--- src/rtl/vram_ctrl.sv ---
// Single-port VRAM controller: round-robin arbitration between the CPU load/store
// port and the video scan-out read port onto one synchronous SRAM (1-cycle read latency).
module vram_ctrl #(
  parameter int DATA_W = 16,
  parameter int ADDR_W = 16,
  parameter int DEPTH  = 19200
) (
  input  logic              clk,
  input  logic              rst,
  // CPU load/store port
  input  logic              vram_active,
  input  logic              vram_w,
  input  logic [ADDR_W-1:0] vram_addr,
  input  logic [DATA_W-1:0] vram_in,
  output logic [DATA_W-1:0] vram_out,
  output logic              vram_ready,
  // video scan-out read port
  input  logic              vid_req,
  input  logic [ADDR_W-1:0] vid_addr,
  output logic [DATA_W-1:0] vid_data,
  output logic              vid_ack,
  // synchronous SRAM
  output logic              mem_en,
  output logic              mem_we,
  output logic [ADDR_W-1:0] mem_addr,
  output logic [DATA_W-1:0] mem_din,
  input  logic [DATA_W-1:0] mem_dout
);

  typedef enum logic [1:0] {
    S_IDLE,
    S_ACC,
    S_RESP
  } state_t;

  typedef enum logic {
    PORT_CPU,
    PORT_VID
  } port_t;

  state_t            state_q, state_d;
  port_t             owner_q, owner_d;
  port_t             last_q,  last_d;
  logic              op_w_q,  op_w_d;
  logic              oor_q,   oor_d;
  logic [ADDR_W-1:0] op_addr_q, op_addr_d;
  logic [DATA_W-1:0] op_data_q, op_data_d;

  logic  grant_en;
  port_t grant_port;

  function automatic logic out_of_range(input logic [ADDR_W-1:0] a);
    return 64'(a) >= 64'(DEPTH);
  endfunction

  // Next-state, arbitration and operand capture.
  always_comb begin
    // NOTE: every variable gets a default before the case so no path leaves it unassigned (no latches).
    state_d    = state_q;
    owner_d    = owner_q;
    last_d     = last_q;
    op_w_d     = op_w_q;
    oor_d      = oor_q;
    op_addr_d  = op_addr_q;
    op_data_d  = op_data_q;
    grant_en   = 1'b0;
    grant_port = PORT_CPU;

    unique case (state_q)
      S_IDLE: begin
        if (vram_active && vid_req) begin
          grant_en   = 1'b1;
          grant_port = (last_q == PORT_CPU) ? PORT_VID : PORT_CPU;
        end else if (vram_active) begin
          grant_en   = 1'b1;
          grant_port = PORT_CPU;
        end else if (vid_req) begin
          grant_en   = 1'b1;
          grant_port = PORT_VID;
        end
      end
      S_ACC: begin
        state_d = S_RESP;
      end
      S_RESP: begin
        // The owner's own request is ignored here: the CPU only drops it off vram_ready.
        last_d  = owner_q;
        state_d = S_IDLE;
        if (owner_q == PORT_CPU && vid_req) begin
          grant_en   = 1'b1;
          grant_port = PORT_VID;
        end else if (owner_q == PORT_VID && vram_active) begin
          grant_en   = 1'b1;
          grant_port = PORT_CPU;
        end
      end
      default: state_d = S_IDLE;
    endcase

    if (grant_en) begin
      state_d = S_ACC;
      owner_d = grant_port;
      if (grant_port == PORT_CPU) begin
        op_w_d    = vram_w;
        op_addr_d = vram_addr;
        op_data_d = vram_in;
        oor_d     = out_of_range(vram_addr);
      end else begin
        op_w_d    = 1'b0;
        op_addr_d = vid_addr;
        op_data_d = '0;
        oor_d     = out_of_range(vid_addr);
      end
    end
  end

  // NOTE: state registers use non-blocking assignments so every flop samples pre-edge values.
  always_ff @(posedge clk or negedge rst) begin
    if (!rst) begin
      state_q   <= S_IDLE;
      owner_q   <= PORT_CPU;
      last_q    <= PORT_VID;
      op_w_q    <= 1'b0;
      oor_q     <= 1'b0;
      op_addr_q <= '0;
      op_data_q <= '0;
    end else begin
      state_q   <= state_d;
      owner_q   <= owner_d;
      last_q    <= last_d;
      op_w_q    <= op_w_d;
      oor_q     <= oor_d;
      op_addr_q <= op_addr_d;
      op_data_q <= op_data_d;
    end
  end

  // Outputs decode from registered state only, so reset forces them all to 0 at once.
  always_comb begin
    mem_en     = 1'b0;
    mem_we     = 1'b0;
    mem_addr   = '0;
    mem_din    = '0;
    vram_ready = 1'b0;
    vram_out   = '0;
    vid_ack    = 1'b0;
    vid_data   = '0;

    unique case (state_q)
      S_ACC: begin
        mem_en   = !oor_q;
        mem_we   = op_w_q && !oor_q;
        mem_addr = op_addr_q;
        mem_din  = op_data_q;
      end
      S_RESP: begin
        if (owner_q == PORT_CPU) begin
          vram_ready = 1'b1;
          if (!op_w_q && !oor_q) vram_out = mem_dout;
        end else begin
          vid_ack = 1'b1;
          if (!oor_q) vid_data = mem_dout;
        end
      end
      default: ;
    endcase
  end

endmodule

--- config.mk ---
export PLATFORM = sky130hd
export DESIGN_NAME = vram_ctrl
export DESIGN_NICKNAME = d
export VERILOG_FILES = /design/src/rtl/vram_ctrl.sv
export SDC_FILE = /design/constraint.sdc
export NUM_CORES = 1
export LEC_CHECK = 0
export ABC_CLOCK_PERIOD_IN_PS = 1650
export BUFFER_PORTS_ARGS = -buffer_cell sky130_fd_sc_hd__buf_2
export CAP_MARGIN = 20
export CORE_AREA = 2 2 85 78
export DETAILED_ROUTE_END_ITERATION = 10
export DIE_AREA = 0 0 87 80
export PLACE_DENSITY = 0.84
export SLEW_MARGIN = 20
export SYNTH_ARGS = -nofsm -noshare
export SYNTH_HDL_FRONTEND = slang
export SYNTH_SLANG_ARGS = --single-unit
--- constraint.sdc ---
create_clock -name clk -period 1.65 [get_ports clk]
set_input_delay 0.33 -clock clk [delete_from_list [all_inputs] [get_ports clk]]
set_output_delay 0.33 -clock clk [all_outputs]
set_load 0.005 [all_outputs]
==> results_dict.tcl <==
set metrics [dict create \
    max-slew-margin-rel 0.721 \
    clockBufferDepth 2 \
    ys_types 30 \
    slew_viol_final 0 \
    setup_ws_ps -157 \
    drv_cap 0 \
    antenna_found_initial 0 \
    dieArea_mm2 0.00696 \
    yosysSeqAreaShare 0.413 \
    tightest_slew_ps 419 \
    ys_seq_elements 38 \
    syn_avg_cell_area_um2 10.1 \
    drive_gt1_frac 0.606 \
    drt_first_pass_iters 5 \
    grt_pass1_vias 2156 \
    drc 0 \
    placed_area_mm2 0.00317 \
    period_needed_ps 1810 \
    area_growth_pct 56.9 \
    ant_nets 0 \
    max_freq_mhz 553 \
    htree_levels 2 \
    port_buffers 136 \
    yosys.area_share.simple 0.238 \
    fillers 520 \
    routed_via_density 4.97 \
    r2r_cells 5 \
    p_leak_nw 1.90 \
    critPathLaunch "state_q[0]" \
    holdPathStages 3 \
    netlist_top_cells_area "dfrtp_1, and2_1, mux2_2, o31ai_1, o21ai_0" \
    synth_compound_area_frac 0.146 \
    synth_area_leader_cell "dfrtp_1" \
    cts.sinks 38 \
    globalplace.congestion 0.754 \
    die_x_um 87 \
    core_area_mm2 0.00605 \
    numCtsBuffers 5 \
    grt_max_degree 37 \
    grt_pass1_wl_um 10000 \
    synthXorXnorAreaFrac 0 \
    yosys_warnings 0 \
    cts_root_buffer "clkbuf_8" \
    path_clk_slew_ps 70 \
    power_density_mw_per_mm2 1440 \
    fin_skew_ps 3.82 \
    pre_cts_slack_ps -85.2 \
    crit_fanout 21 \
    synth_top_area_share 0.402 \
    first_iter_violations 111 \
    start_util 0.381 \
    start_kind "flip-flop" \
    synth_nets 298 \
    grt_usage 0.180 \
    final.period_utilization 1.10 \
    holdCritStartpoint "vram_in[8]" \
    hold_path.class "primary input to flip-flop" \
    violations "negative setup slack" \
    clk_latency_ps 290 \
    netlist_area_mm2 0.00230 \
    io_pins 137 \
    crit_type "flip-flop to output pin" \
    syn_inst 229 \
    finalInstanceArea_mm2 0.00361 \
    worstHoldEndpoint "op_data_q[8]" \
    r2r-end "op_addr_q[0]" \
    synth_top_family_by_area "simple AND/OR/NAND/NOR gates" \
    critPathRequiredTime_ps 1320 \
    status "finished with violations" \
    seq_area_um2 955 \
    hpwl_um 4510 \
    r2r-start "state_q[1]" \
    nNetsFinal 449 \
    rrSetupSlack_ps -120 \
    routed_wl_um 6550 \
    n_antenna_cell 0 \
    setup_viol_count_final 83 \
    cp-end-kind "output pin" \
    tritoncts "built" \
    std_cell_rows 27 \
    hold_viol 0 \
    rsz0062_at_grt "true" \
    die_h_um 80 \
    num_vias 2250 \
    grt_overflow 0 \
    critPathArrivalTime_ps 1480 \
    synthMuxAreaShare 0.161 \
    multiInputGateArea_mm2 0.00142 \
    max-vdd-ir-drop_mv 0.705 \
    yosys.area_share.adder 0 \
    wire_per_inst_um 14.5 \
]
## sequential cells by signal, indices dropped and copies added, names as in the netlist
name and flops:
state_q 2, op_data_q 16, owner_q 1, oor_q 1, op_addr_q 16, last_q 1, op_w_q 1
## Yosys cell counts, drive strengths merged
| master | instances |
|---|---|
| and2 | 65 |
| dfrtp | 37 |
| mux2 | 32 |
| nand2 | 22 |
| o21ai | 20 |
| o31ai | 17 |
| clkbuf | 11 |
| buf | 4 |
| nor2 | 3 |
| a21o | 2 |
| a21oi | 2 |
| inv | 2 |
| a211o | 1 |
| a2bb2oi | 1 |
| a311oi | 1 |
| and3 | 1 |
| dfstp | 1 |
| mux2i | 1 |
| nand2b | 1 |
| nor3 | 1 |
| nor3b | 1 |
| nor4 | 1 |
| o2111ai | 1 |
| o211ai | 1 |
## where the power goes
part | total (mW) | switching, mW | internal [mW] | leakage (nW)
Sequential | 1.66 | 0.265 | 1.40 | 0.456
Combinational | 2.90 | 1.30 | 1.60 | 1.40
Clock | 0.654 | 0.314 | 0.341 | 0.0455
Total | 5.21 | 1.88 | 3.34 | 1.90
## stage by stage
stage                     power, mW   util  hold WS, ps  cells  setup TNS, ps
after floorplan                3.19      -         34.4    229           -842
after global placement         4.03  0.524          290    436           -373
after detailed placement       4.11  0.524          294    436           -946
after CTS                      5.00  0.565          263    450         -10430
after global routing           5.63  0.598          265    453         -16150
final                          5.21  0.598          269    453         -10120
## worst max path at each step
stage                               end  slack [ps]  cells after the start
final                      mem_addr[12]        -160                      7
after global routing        vram_out[5]        -250                      4
after CTS                  vid_data[10]        -180                      6
after detailed placement  op_addr_q[11]         -90                      5
after global placement    op_addr_q[10]         -40                      5
after floorplan            op_addr_q[0]        -110                      5
## kinds of logic after synthesis
group / Yosys count
flops: 38
buf+inv: 17
compound gates: 46
mux: 33
simple gates: 95
## critical path, stage by stage, from the launching register on
cell and delay (ps):
dfrtp_1 340, inv_2 50, buf_4 140, buf_6 130, nor2_4 120, buf_12 160, and2_1 140, buf_2 110
## layout make-up
class | instances | share of cell area
Inverter | 2 | 0.00208
Clock buffer | 8 | 0.0249
Tap cell | 72 | 0.0249
Sequential cell | 38 | 0.264
Multi-Input combinational cell | 174 | 0.391
Timing Repair Buffer | 159 | 0.292
## placed cells by master, fill, tap and decap left out, types with 2 or more instances in the layout
master,synthesis,final
a21o_1,2,2
and2_1,65,50
and2_4,0,15
buf_12,0,4
buf_2,0,121
buf_4,0,10
buf_6,3,21
clkbuf_1,11,2
clkbuf_16,0,2
clkbuf_8,0,6
dfrtp_1,37,35
dfrtp_2,0,2
mux2_1,8,3
mux2_2,24,18
mux2_4,0,11
nand2_1,21,19
nand2_2,1,2
nor2_4,1,2
o21ai_0,19,19
o31ai_1,17,9
o31ai_2,0,8
## routing by layer
| layer | routed length, um | global-route usage |
|---|---|---|
| met5 | 0 | 0 |
| met2 | 3310 | 0.302 |
| met3 | 436 | 0.0465 |
| met4 | 76 | 0.0531 |
| met1 | 2720 | 0.227 |
## timing repair
| item | in CTS | in global routing |
|---|---|---|
| cloned | 1 | 2 |
| gates resized for setup | 31 | 31 |
| endpoints found under the setup margin | 84 | 95 |
| setup buffers | 4 | 1 |
| pin swaps | 18 | 1 |
| hold buffers | 1 | 0 |
| hold endpoints to repair | 17 | 0 |
Note: power is estimated with default switching activity, not from simulation.
